==> config.mk <==
export PLATFORM = sky130hd
export DESIGN_NAME = mic_level_meter
export DESIGN_NICKNAME = d
export VERILOG_FILES = /design/src/rtl/sound_pkg.sv /design/src/rtl/therm_encoder.sv /design/src/rtl/mic_level_meter.sv
export SDC_FILE = /design/constraint.sdc
export NUM_CORES = 1
export LEC_CHECK = 0
export BUFFER_PORTS_ARGS = -buffer_cell sky130_fd_sc_hd__buf_2
export CORE_UTILIZATION = 58
export CTS_CLUSTER_DIAMETER = 80
export DETAILED_ROUTE_END_ITERATION = 16
export PLACE_DENSITY = 0.85
export SLEW_MARGIN = 20
export SYNTH_ARGS = -nofsm -noshare
export SYNTH_HDL_FRONTEND = slang
export SYNTH_SLANG_ARGS = --single-unit
==> constraint.sdc <==
create_clock -name clock -period 6 [get_ports clock]
set_clock_uncertainty 0.1 [all_clocks]
set_input_delay 1.2 -clock clock [delete_from_list [all_inputs] [get_ports clock]]
set_output_delay 1.2 -clock clock [all_outputs]
set_load 0.005 [all_outputs]
==> src/rtl/sound_pkg.sv <==
// Shared definitions for the sound-level pipeline.
//   MIC_MID        : midscale of the 12-bit unsigned microphone sample (silence)
//   LEVEL_MAX      : highest displayable bar level
//   level_t        : 5-bit level, 0..16
//   therm_t        : 16-bit thermometer code, bit i set iff level > i
//   level_to_therm : level -> thermometer code; levels above 16 give all ones
package sound_pkg;

  localparam logic [11:0] MIC_MID   = 12'd2048;
  localparam logic [4:0]  LEVEL_MAX = 5'd16;

  typedef logic [4:0]  level_t;
  typedef logic [15:0] therm_t;

  function automatic therm_t level_to_therm(input level_t lvl);
    therm_t t;
    t = '0;
    for (int unsigned i = 0; i < 16; i++) begin
      if (32'(lvl) > i) t[i] = 1'b1;
    end
    return t;
  endfunction

endpackage

==> src/rtl/therm_encoder.sv <==
// Combinational level-to-thermometer encoder.
//   i_level : 5-bit binary level; values above 16 clamp to all ones
//   o_therm : 16-bit thermometer code (2^n-1 for n = 0..16)
module therm_encoder
  import sound_pkg::*;
(
  input  logic [4:0]  i_level,
  output logic [15:0] o_therm
);

  assign o_therm = level_to_therm(i_level);

endmodule

==> src/rtl/mic_level_meter.sv <==
// Microphone peak level meter feeding the OLED volume-bar renderers.
// Tracks the peak deviation from midscale over WINDOW accepted samples and, at
// each window end, quantises it to a 0..16 level with limited per-window decay.
//   clock        : system clock, rising edge
//   resetn       : asynchronous active-low reset
//   mic_in       : 12-bit unsigned sample, 2048 = silence
//   sample_valid : sample strobe
//   freeze       : hold all state, drop samples
//   level_therm  : registered thermometer code of the displayed level
//   level_num    : registered displayed level, 0..16
//   update       : one-cycle pulse when the displayed level is rewritten
module mic_level_meter
  import sound_pkg::*;
#(
  parameter int unsigned WINDOW      = 4000,
  parameter int unsigned LEVEL_SHIFT = 7,
  parameter int unsigned DECAY_STEP  = 1
) (
  input  logic        clock,
  input  logic        resetn,
  input  logic [11:0] mic_in,
  input  logic        sample_valid,
  input  logic        freeze,
  output logic [15:0] level_therm,
  output logic [4:0]  level_num,
  output logic        update
);

  localparam int unsigned      CW    = $clog2(WINDOW);
  localparam logic [CW-1:0]    LAST  = CW'(WINDOW - 1);
  localparam level_t           DECAY = level_t'(DECAY_STEP);

  logic [11:0]   r_peak;
  logic [CW-1:0] r_count;
  level_t        r_level;
  therm_t        r_therm;
  logic          r_update;

  logic          w_accept;
  logic          w_last;
  logic [11:0]   w_mag;
  logic [11:0]   w_peak_max;
  logic [11:0]   w_shifted;
  level_t        w_new;
  level_t        w_decayed;
  level_t        w_level_next;
  therm_t        w_therm_next;

  assign w_accept = sample_valid & ~freeze;
  assign w_last   = w_accept && (r_count == LAST);

  // 2048 - 0 = 2048 still fits in 12 bits, so no overflow on the low side.
  assign w_mag      = (mic_in >= MIC_MID) ? (mic_in - MIC_MID) : (MIC_MID - mic_in);
  assign w_peak_max = (w_mag > r_peak) ? w_mag : r_peak;
  assign w_shifted  = w_peak_max >> LEVEL_SHIFT;

  always_comb begin
    w_new        = (w_shifted > 12'(LEVEL_MAX)) ? LEVEL_MAX : w_shifted[4:0];
    w_decayed    = (r_level > DECAY) ? (r_level - DECAY) : '0;
    w_level_next = r_level;
    if (w_new >= r_level) begin
      w_level_next = w_new;
    end else begin
      w_level_next = (w_new > w_decayed) ? w_new : w_decayed;
    end
  end

  therm_encoder u_therm_encoder (
    .i_level (w_level_next),
    .o_therm (w_therm_next)
  );

  always_ff @(posedge clock or negedge resetn) begin
    if (!resetn) begin
      r_peak   <= '0;
      r_count  <= '0;
      r_level  <= '0;
      r_therm  <= '0;
      r_update <= 1'b0;
    end else begin
      r_update <= 1'b0;
      if (w_accept) begin
        if (w_last) begin
          // The closing sample is folded into the level but never into the next window.
          r_peak   <= '0;
          r_count  <= '0;
          r_level  <= w_level_next;
          r_therm  <= w_therm_next;
          r_update <= 1'b1;
        end else begin
          r_peak  <= w_peak_max;
          r_count <= r_count + CW'(1);
        end
      end
    end
  end

  assign level_therm = r_therm;
  assign level_num   = r_level;
  assign update      = r_update;

endmodule

Yosys cells after proc, flatten, opt, wreduce, memory -nomap -nowiden. Index checks and enable logic that the tools add are counted. W data, S select, Z words.

Order comparisons: 22. Mux-type cells: 26. Bitwise operators: 2. Divide/modulo/power cells: 0. Reductions and logical operators: 4. Equality and inequality tests: 1. Shifts and indexed selects: 0. Multipliers: 0. $add $sub $neg: 4.

Operators with widths (count): $mux W12 (4); $gt A5 B4 Y1 const B (8); $gt A5 B3 Y1 const B (4); $mux W5 (4); $mux W1 (18); $gt A5 B1 Y1 const B (3); $add A12 B1 Y12 const B (1); $eq A12 B12 Y1 const B (1); $ge A12 B12 Y1 const B (1); $gt A12 B12 Y1 (1); $sub A12 B12 Y12 const A (1); $sub A12 B12 Y12 const B (1); $gt A5 B2 Y1 const B (2); $ge A5 B5 Y1 (1); $gt A5 B5 Y1 (1); $gt A5 B5 Y1 const B (1); $sub A5 B1 Y5 const B (1); $reduce_and A2 Y1 (2); $reduce_bool A2 Y1 (1); $and A1 B1 Y1 (1); $logic_and A1 B1 Y1 (1); $not A1 Y1 (1).

Bits in read-only memories: 0. Output and inout bits: 22. Register bits: 46. Logic and storage cells: 65. Memory bits (writable): 0. Latch bits: 0. Memories: 0. Input port bits: 16.

Longest topological paths before layout. Gate-level depths: netlist of the first run.

Depth after elaboration: 11. Mapped depth: 24. Mapped depth without buffers: 23.

Modules after synthesis. A second synthesis of the first run with hierarchy kept.

Cells, all modules: 358. Area total of the unflattened synthesis: 3111.7 um^2.

By module, submodules not included: mic_level_meter (sequential area each 1151.1 um^2, cells each 329, instances 1, area each 2939.1 um^2); therm_encoder (sequential area each 0.0 um^2, cells each 29, instances 1, area each 172.7 um^2).

Worst setup path after synthesis of the first run. No wires, ideal clock.

Path kind: in2reg. Start: input port mic_in[0]. End: register r_therm[4] (netlist: level_therm[4]). Data arrival time: 5788 ps. Required time: 5774 ps. Library setup time: 126 ps. Buffers on the path: 1. Slack: -14 ps. Cell stages on the path: 24. Path through: inv_1 ha_1 nand2b_1 nor4_1 a21oi_1 xor2_1 ha_1 nand4_1 a311oi_1 a2111o_1 and2_1 clkbuf_1 a22o_1 inv_1 ha_1 nand2b_1 a2111oi_0 o21bai_1 nor3_1 inv_1 a21oi_1 mux2i_1 a21oi_1 a221o_1.

Longest elaborated chain between the ends: 11. Elaborated cells between the ends (all ways): 14. Those cells by class: add/sub: 2; order compare: 6; mux: 6.

Ends and longest elaborated chain: start, declared (RTL line mic_level_meter.sv:21) `input logic [11:0] mic_in,`; $sub A12 B12 Y12 / $ge A12 B12 Y1 (equally long branches) (RTL line mic_level_meter.sv:53) `assign w_mag = (mic_in >= MIC_MID) ? (mic_in - MIC_MID) : (MIC_MID - mic_in);`; $mux W12 (*) (RTL line mic_level_meter.sv:53); $gt A12 B12 Y1 (RTL line mic_level_meter.sv:54) `assign w_peak_max = (w_mag > r_peak) ? w_mag : r_peak;`; $mux W12 (*) (RTL line mic_level_meter.sv:54); $gt A5 B5 Y1 (RTL line mic_level_meter.sv:58) `w_new = (w_shifted > 12'(LEVEL_MAX)) ? LEVEL_MAX : w_shifted[4:0];`; $mux W5 (*) (RTL line mic_level_meter.sv:58); $gt A5 B5 Y1 (RTL line mic_level_meter.sv:64) `w_level_next = (w_new > w_decayed) ? w_new : w_decayed;`; $mux W5 (RTL line mic_level_meter.sv:64); $mux W5 (*) (RTL line mic_level_meter.sv:61) `if (w_new >= r_level) begin`; $gt A5 B3 Y1 (*) (RTL line sound_pkg.sv:19) `if (32'(lvl) > i) t[i] = 1'b1;`; $mux W1 (*) (RTL line sound_pkg.sv:19); end signal, assigned (RTL line mic_level_meter.sv:88) `r_therm <= w_therm_next;`; end, declared (RTL line mic_level_meter.sv:36) `therm_t r_therm;`.

Every way passes the cells marked *; elsewhere a longest branch is shown, timed or not. The select of a mux whose other input is x is not followed. A chain may end at the register's enable or synchronous reset.

Worst setup path after layout of the first run. Same ends and word-level chain as after synthesis.

==> impl_results.md, run 1 <==
- Peak supply drop: approximately 0.19 mV
- Post-route setup slack: 39.9 ps
- Tmin final: 5960 ps
- CP required: 6090 ps
- Port Buffers: 37
- Clock sinks: 46
- Sequential-to-total area share from yosys stat: 38.7%
- Net Count, Synth: 357
- CP top delay family: compound AO/OA/AOI/OAI gates
- Leakage: roughly 1.9 nW
- Reg-to-reg startpoint: r_peak[11]
- Synth Register Bits: 46
- HPWL after detailed placement: between 5000 and 6000 um
- Grt total ovfl: 0
- Reg clk slew, reported paths: about 90 ps
- R2R setup slack: around 1500 ps
- DRT Wirelength: 7430 um
- Worst-Skew Late Latency: roughly 300 ps
- Met2 WL post-DR: between 3000 and 4000 um
- Worst hold stages: 1
- Worst Min Path Start: r_count[4]
- GRT Total Usage: a little over a quarter
- CP endpoint kind: flip-flop
- Hold Crit Class: flip-flop to flip-flop
- Status: finished clean
- Ports: 38
- Fin crit share: about 100%
- Reg power frac: between 30% and 40%
- Metal3 WL: around 320 um
- Worst hold endpoint: r_count[4]
- Max stage delay on crit path: 470 ps
- N_diodes: 0
- Vias per cell: between 5 and 6
- Layout cells sized above 1: about 33%
- Final Hold Fails: 0
- Cell Pwr Density: 295 mW/mm^2
- Vias in the first global route: 2500
- Cell taking the most area after synthesis: dfrtp_1
- Cells after Synth: about 320
- Placed Instances: about 450
- Top-area cell type share of the netlist area: 38.7%
- Final antenna-violating net count: 0
- Antenna violations before repair: 0
- GPL Wtd Cong: approximately 0.91
- M1 WL: 3280 um
- Asr flop ratio synth: 100%
- Post-synth EDFFs: 0
- Worst Path Max Fanout: 5
- Arr. time, crit path: slightly above 6000 ps
- NetSw: 0.412 mW
- Slew Limit Headroom: between 40% and 50%
- Area of the mapped netlist: between 0.002 and 0.003 mm^2
- Commonest cells in the netlist: 46 x dfrtp_1, 29 x inv_1, 28 x nor2_1, 24 x ha_1
- Core ar.: approximately 0.0048 mm^2
- Worst R2R End: level_therm[4]
- DR iter-0 viols: around 190
- Syn Area/Cell: ~9.4 um^2
- Min Hold Slack: 380 ps
- Combinational power share: 48.0%
- Internal: 0.707 mW
- Total CTS buffers: 5
- # DRC: 0
- Die width: about 74 um
- Clock share of power: ~17%
- CP Launch Type: input pin
- Highest routing layer actually used: met4
- Post-DP Area: approximately 0.0035 mm^2
- Worst-case reg-to-reg path depth: 19
- CTS Buffer Depth: 2
- Ys flop type: dfrtp_1
- TritonCTS clock tree: done
- Crit. Startpoint: mic_in[0]
- Overall power: between 1 and 1.5 mW
- Max frequency: about 0.17 GHz
- DR pass1 iterations: 4
- Die Area: 0.00541 mm^2
- Final Cell Area: 0.00379 mm^2
- YS warnings: 0
- Tightest Pin Transition: 877 ps
- Final Setup Violations: 0
- Final Max Tran Viols: 0
- Num rows: 25
- Max-Cap Viols: 0
- Via count: between 2000 and 3000
- H-tree depth: 2
- Synth area leaders: dfrtp_1 39%, ha_1 10%, inv_1 3.7%
- CTS Hold Bufs: 0
- Layout Nets: ~430
- Count leader, synth: dfrtp_1
- Initial Utilization: between 60 and 70%
- Unique masters post-synth: 47
- Largest net degree at the start of global routing: 47
- Pre-CTS WS: -376 ps
- Area growth, synth to finish: 27.5%
- Worst setup path class: input pin to flip-flop
- Post-route insts no fill: about 460
- First-pass GRT wire length: between 10000 and 15000 um
- WL/cell: about 16 um
- Clock tree root buffer cell: clkbuf_8
- Worst path buffer plus inverter count: 5
- Sw Share: a little under two fifths
- Worst path slowest cell: a2111o_1
- Die Height: roughly 74 um
area by class of cell:
cell class | count | area, um^2
tap | 67 | 83.8
inverter | 29 | 109
fill | 310 | 1030
clock inverter | 2 | 13.8
clock buffer | 6 | 72.6
multi-input combinational | 233 | 1850
timing repair buffer | 79 | 507
sequential | 46 | 1150
kinds of logic (layout without fill, tap and decap cells):
kind of cell / Yosys count / in the layout / share of synthesized area, %
fa+ha+maj: 24 / 24 / 10.1
flops: 46 / 46 / 38.7
compound gates: 78 / 78 / 20.0
simple gates: 102 / 102 / 17.1
mux: 10 / 10 / 3.66
buf+inv: 38 / 116 / 4.80
xor+xnor: 19 / 19 / 5.60
worst register-to-register path, delay by kind of cell, from the launching register on:
family | cells | cell delay, ps
mux | 1 | 260
buf+inv | 4 | 420
compound gates | 9 | 1970
fa+ha+maj | 2 | 610
simple gates | 3 | 590
flops | 1 | 430
per-stage QoR:
stage	utilization [%]	setup TNS [ps]
2_1_floorplan	-	0
3_3_place_gp	72.2	-683
3_5_place_dp	72.2	-5440
4_1_cts	74.4	0
5_1_grt	78.6	-1590
6_report	78.6	0
metal layers:
| metal | global-route usage [%] | vias up |
|---|---|---|
| li1 | - | 1290 |
| met1 | 37.7 | 1349 |
| met2 | 42.3 | 83 |
| met3 | 5.49 | 14 |
| met4 | 8.33 | 0 |
| met5 | 0 | - |
state kept, by name, summed over array words and instances (netlist names):
name / flops
r_peak: 12
update: 1
r_count: 12
level_therm: 16
level_num: 5
cells in the final DEF (no fill, tap or decap), types with 4 or more instances in the layout:
cell / count
ha_1: 21
a21oi_1: 15
nand2_1: 20
mux2i_1: 4
buf_4: 42
xnor2_1: 7
mux2_2: 4
a22o_1: 12
nor3_1: 9
buf_2: 36
a21oi_2: 6
nand3_1: 8
and3_1: 4
o21ai_0: 11
dfrtp_1: 46
nor2_1: 27
inv_1: 26
clkbuf_8: 5
nand4_1: 8
xor2_1: 12
what timing repair did:
action	CTS	global route
setup buffers	0	7
cloned	0	0
endpoints found under the setup margin	13	20
pin swaps	0	17
resized for setup	5	33
power by group through the flow:
| stage | Clock [mW] | Sequential (mW) | Combinational (mW) |
|---|---|---|---|
| after floorplan | 0 | 0.388 | 0.291 |
| after global placement | 0 | 0.395 | 0.426 |
| after detailed placement | 0 | 0.396 | 0.445 |
| after global routing | 0.206 | 0.399 | 0.584 |
| final | 0.188 | 0.393 | 0.537 |
| after CTS | 0.190 | 0.392 | 0.452 |
how the worst max path moves through the flow:
stage               cells after the start              to
floorplan                              22  level_therm[4]
global placement                       24  level_therm[1]
detailed placement                     25  level_therm[5]
CTS                                    25  level_therm[4]
global route                           26  level_therm[4]
finish                                 26  level_therm[4]
No activity file was read; power rests on OpenSTA's default activity.
==> run 2: changes to the inputs <==
--- a/config.mk
+++ b/config.mk
@@ -5,11 +5,12 @@
 export SDC_FILE = /design/constraint.sdc
 export NUM_CORES = 1
 export LEC_CHECK = 0
+export ABC_AREA = 1
 export BUFFER_PORTS_ARGS = -buffer_cell sky130_fd_sc_hd__buf_2
-export CORE_UTILIZATION = 58
+export CORE_UTILIZATION = 59
 export CTS_CLUSTER_DIAMETER = 80
 export DETAILED_ROUTE_END_ITERATION = 16
-export PLACE_DENSITY = 0.85
+export PLACE_DENSITY = 0.86
 export SLEW_MARGIN = 20
 export SYNTH_ARGS = -nofsm -noshare
 export SYNTH_HDL_FRONTEND = slang
==> run 2 against run 1 <==
  * First-iteration DRC count up 23%
  * Final area is 3.7% lower
  * Clock power is 24% higher
  * Sequential cell count unchanged
  * Largest cell class unchanged
  * Global-route usage rose by 1.1 points
  * Largest power group unchanged
  * Critical path depth is 11 higher
==> impl_results.md, run 2 <==
- CTS-repair resized insts: 0 (was 5)
- Worst-case reg-to-reg path depth: 30 (was 19)
- Min Hold Slack: 386 ps (was 380 ps)
- Layout cells sized above 1: 15.5% (was 32.7%)
- CP Launch Type: input pin (unchanged)
- Arr. time, crit path: 5550 ps (was 6050 ps)
- Simple-gate area share of the yosys netlist: 33.0% (was 17.1%)
- Cell Pwr Density: 423 mW/mm^2 (was 295 mW/mm^2)
- Final Cell Area: 0.00365 mm^2 (was 0.00379 mm^2)
- Post-synth EDFFs: 0 (unchanged)
- CTS Hold Bufs: 0 (unchanged)
- Layout Nets: 536 (was 434)
- Die Height: 76.4 um (was 73.6 um)
- Crit. Startpoint: mic_in[0] (unchanged)
- Count leader, synth: nand2_1 (was dfrtp_1)
- Reg clk slew, reported paths: 90 ps (about the same)
- CTS Buffer Depth: 2 (unchanged)
- Asr flop ratio synth: 100% (unchanged)
- Via count: 3157 (was 2736)
- Vias per cell: 5.57 (was 5.92)
- WP depth: 37 (was 26)
- Reg-to-reg startpoint: r_peak[11] (unchanged)
- Worst-Skew Late Latency: 300 ps (about the same)
- Port Buffers: 37 (unchanged)
- Status: finished clean (unchanged)
- Commonest cells in the netlist: 97 x nand2_1, 81 x inv_1, 46 x dfrtp_1, 43 x nand3_1, 40 x nor2_1 (was 46 x dfrtp_1, 29 x inv_1, 28 x nor2_1, 24 x ha_1)
- Syn Area/Cell: 7.17 um^2 (was 9.37 um^2)
- Number of setup buffers added after CTS: 0 (unchanged)
- DR iter-0 viols: 233 (was 189)
- Max stage delay on crit path: 310 ps (was 470 ps)
- Die width: 76.4 um (was 73.6 um)
- CP endpoint kind: flip-flop (unchanged)
- Layout Utilization: 70.0% (was 78.6%)
- RSZ-0062 raised after global routing: no
- Worst R2R End: level_therm[8] (was level_therm[4])
- Final Setup Violations: 0 (unchanged)
- Multi-input gate area: 0.00178 mm^2 (was 0.00185 mm^2)
- Commonest cells after routing, fill and taps aside: 97 x nand2_1, 81 x inv_1, 46 x dfrtp_1 (was 46 x dfrtp_1, 42 x buf_4, 36 x buf_2)
- Final Hold Fails: 0 (unchanged)
- HPWL after detailed placement: 5770 um (was 5080 um)
- Tmin final: 5410 ps (was 5960 ps)
- Max reg flops: 16 (unchanged)
- Post-route setup TNS: 0 ps (unchanged)
- Net Count, Synth: 495 (was 357)
- Die Area: 0.00583 mm^2 (was 0.00541 mm^2)
- Storage cell area: 0.00115 mm^2 (unchanged)
- Multiplexer share of the synthesized area: 0% (was 3.66%)
- Synth Register Bits: 46 (unchanged)
- Max frequency: 0.185 GHz (was 0.168 GHz)
- Post-Synth XOR/XNOR Area: 1.34% (was 5.60%)
- Worst Path Max Fanout: 10 (was 5)
- Largest net degree at the start of global routing: 47 (unchanged)
- Sequential-to-total area share from yosys stat: 35.3% (was 38.7%)
- Worst setup path class: input pin to flip-flop (unchanged)
- Final Max Tran Viols: 0 (unchanged)
- Largest family of logic cells by synthesized area: simple AND/OR/NAND/NOR gates (was compound AO/OA/AOI/OAI gates)
- Total CTS buffers: 5 (unchanged)
- Post-Synth Adder-Cell Area: 9.20% (was 10.1%)
- Num rows: 26 (was 25)
- DRT Wirelength: 7570 um (was 7430 um)
- Synth area leaders: dfrtp_1 35%, nand2_1 11%, inv_1 9.3% (was dfrtp_1 39%, ha_1 10%, inv_1 3.7%)
- Clock sinks: 46 (unchanged)
- Worst path slowest cell: a21boi_4 (was a2111o_1)
- Ys flop type: dfrtp_1 (unchanged)
- Slew Limit Headroom: 44.7% (was 41.6%)
- Clock tree root buffer cell: clkbuf_8 (unchanged)
- Cells after Synth: 455 (was 317)
- Core ar.: 0.00520 mm^2 (was 0.00482 mm^2)
- Worst Setup EP: level_therm[8] (was level_therm[4])
- TritonCTS clock tree: done (unchanged)
- WL/cell: 13.4 um (was 16.1 um)
- Vias in the first global route: 2922 (was 2500)
- Commonest non-fill, non-tap cell in the layout: nand2_1 (was dfrtp_1)
- Hold Crit Class: flip-flop to flip-flop (unchanged)
- CP required: 6140 ps (was 6090 ps)
- Final antenna-violating net count: 0 (unchanged)
- Top-area cell type share of the netlist area: 35.3% (was 38.7%)
- N_diodes: 0 (unchanged)
- Layout fillers: 440 (was 310)
- Fin crit share: 90.2% (was 99.3%)
- Worst path buffer plus inverter count: 7 (was 5)
- Antenna violations before repair: 0 (unchanged)
- Peak supply drop: 0.326 mV (was 0.190 mV)
- GRT Total Usage: 28.1% (was 27.0%)
- Tightest Pin Transition: 827 ps (was 877 ps)
- Area growth, synth to finish: 11.7% (was 27.5%)
- Grt total ovfl: 0 (unchanged)
- # DRC: 0 (unchanged)
- GPL Wtd Cong: 0.962 (was 0.906)
- Cell taking the most area after synthesis: dfrtp_1 (unchanged)
- CP top delay family: simple AND/OR/NAND/NOR gates (was compound AO/OA/AOI/OAI gates)
- Unique masters post-synth: 37 (was 47)
- Max-Cap Viols: 0 (unchanged)
- H-tree depth: 2 (unchanged)
- Initial Utilization: 62.7% (was 61.7%)
- Post-DP Area: 0.00353 mm^2 (was 0.00348 mm^2)
- First-pass GRT wire length: 13400 um (was 11200 um)
- DR pass1 iterations: 4 (unchanged)
- YS warnings: 0 (unchanged)
- R2R setup slack: 1840 ps (was 1490 ps)
- Compound-gate portion of the synthesized area: 10.8% (was 20.0%)
- Leakage: 2.06 nW (was 1.87 nW)
- Most numerous cell on the critical path: nand2_1
- Overall power: 1.54 mW (was 1.12 mW)
- Area of the mapped netlist: 0.00326 mm^2 (was 0.00297 mm^2)
- Ports: 38 (unchanged)
-- run 2: worst min-delay path: stages, from the launching register on --
cell	delay, ps
dfrtp_1	350
nand2_1	50
nand2_1	60
-- run 2: metal layers --
metal / global-route usage, % / share of wire (%) / vias to the layer above
li1: - / - / 1553
met1: 38.1 / 45 / 1483
met2: 47.1 / 47 / 107
met3: 3.71 / 6.0 / 14
met4: 7.50 / 1.5 / 0
met5: 0 / 0 / -
-- run 2: stage by stage --
step                      cells  worst slack (ps)
after floorplan             455               957
after global placement      559               520
after detailed placement    559               333
after CTS                   567               638
after global routing        567               139
final                       567               586
-- run 2: layout make-up --
class	instances	share of cell area, %
clock buffers	6	1.99
inverters	86	8.85
multi-input cells	319	48.8
flip-flops and latches	46	31.6
well taps	70	2.40
clock inverters	2	1.03
repair buffers	38	5.35
-- run 2: kinds of logic (layout without fill, tap and decap cells) --
logic type,count (synthesis),after routing
and+or+nand+nor,231,231
buffers and inverters,90,132
AOI/OAI and AO/OA,59,59
DFF,46,46
adders and majority gates,24,24
xor gates and xnor gates,5,5
-- run 2: how the worst min path moves through the flow --
| stage | startpoint | to | cells past startpoint |
|---|---|---|---|
| after floorplan | level_therm[8] | level_therm[8] | 2 |
| after global placement | level_therm[15] | level_therm[15] | 2 |
| after detailed placement | level_therm[10] | level_therm[10] | 2 |
| after CTS | level_therm[10] | level_therm[10] | 2 |
| after global routing | level_therm[10] | level_therm[10] | 2 |
| final | level_therm[15] | level_therm[15] | 2 |
-- run 2: power by group --
part / switching, mW / internal [mW] / total (mW)
Combinational: 0.624 / 0.281 / 0.905
Clock: 0.108 / 0.124 / 0.233
Sequential: 0.0330 / 0.370 / 0.403
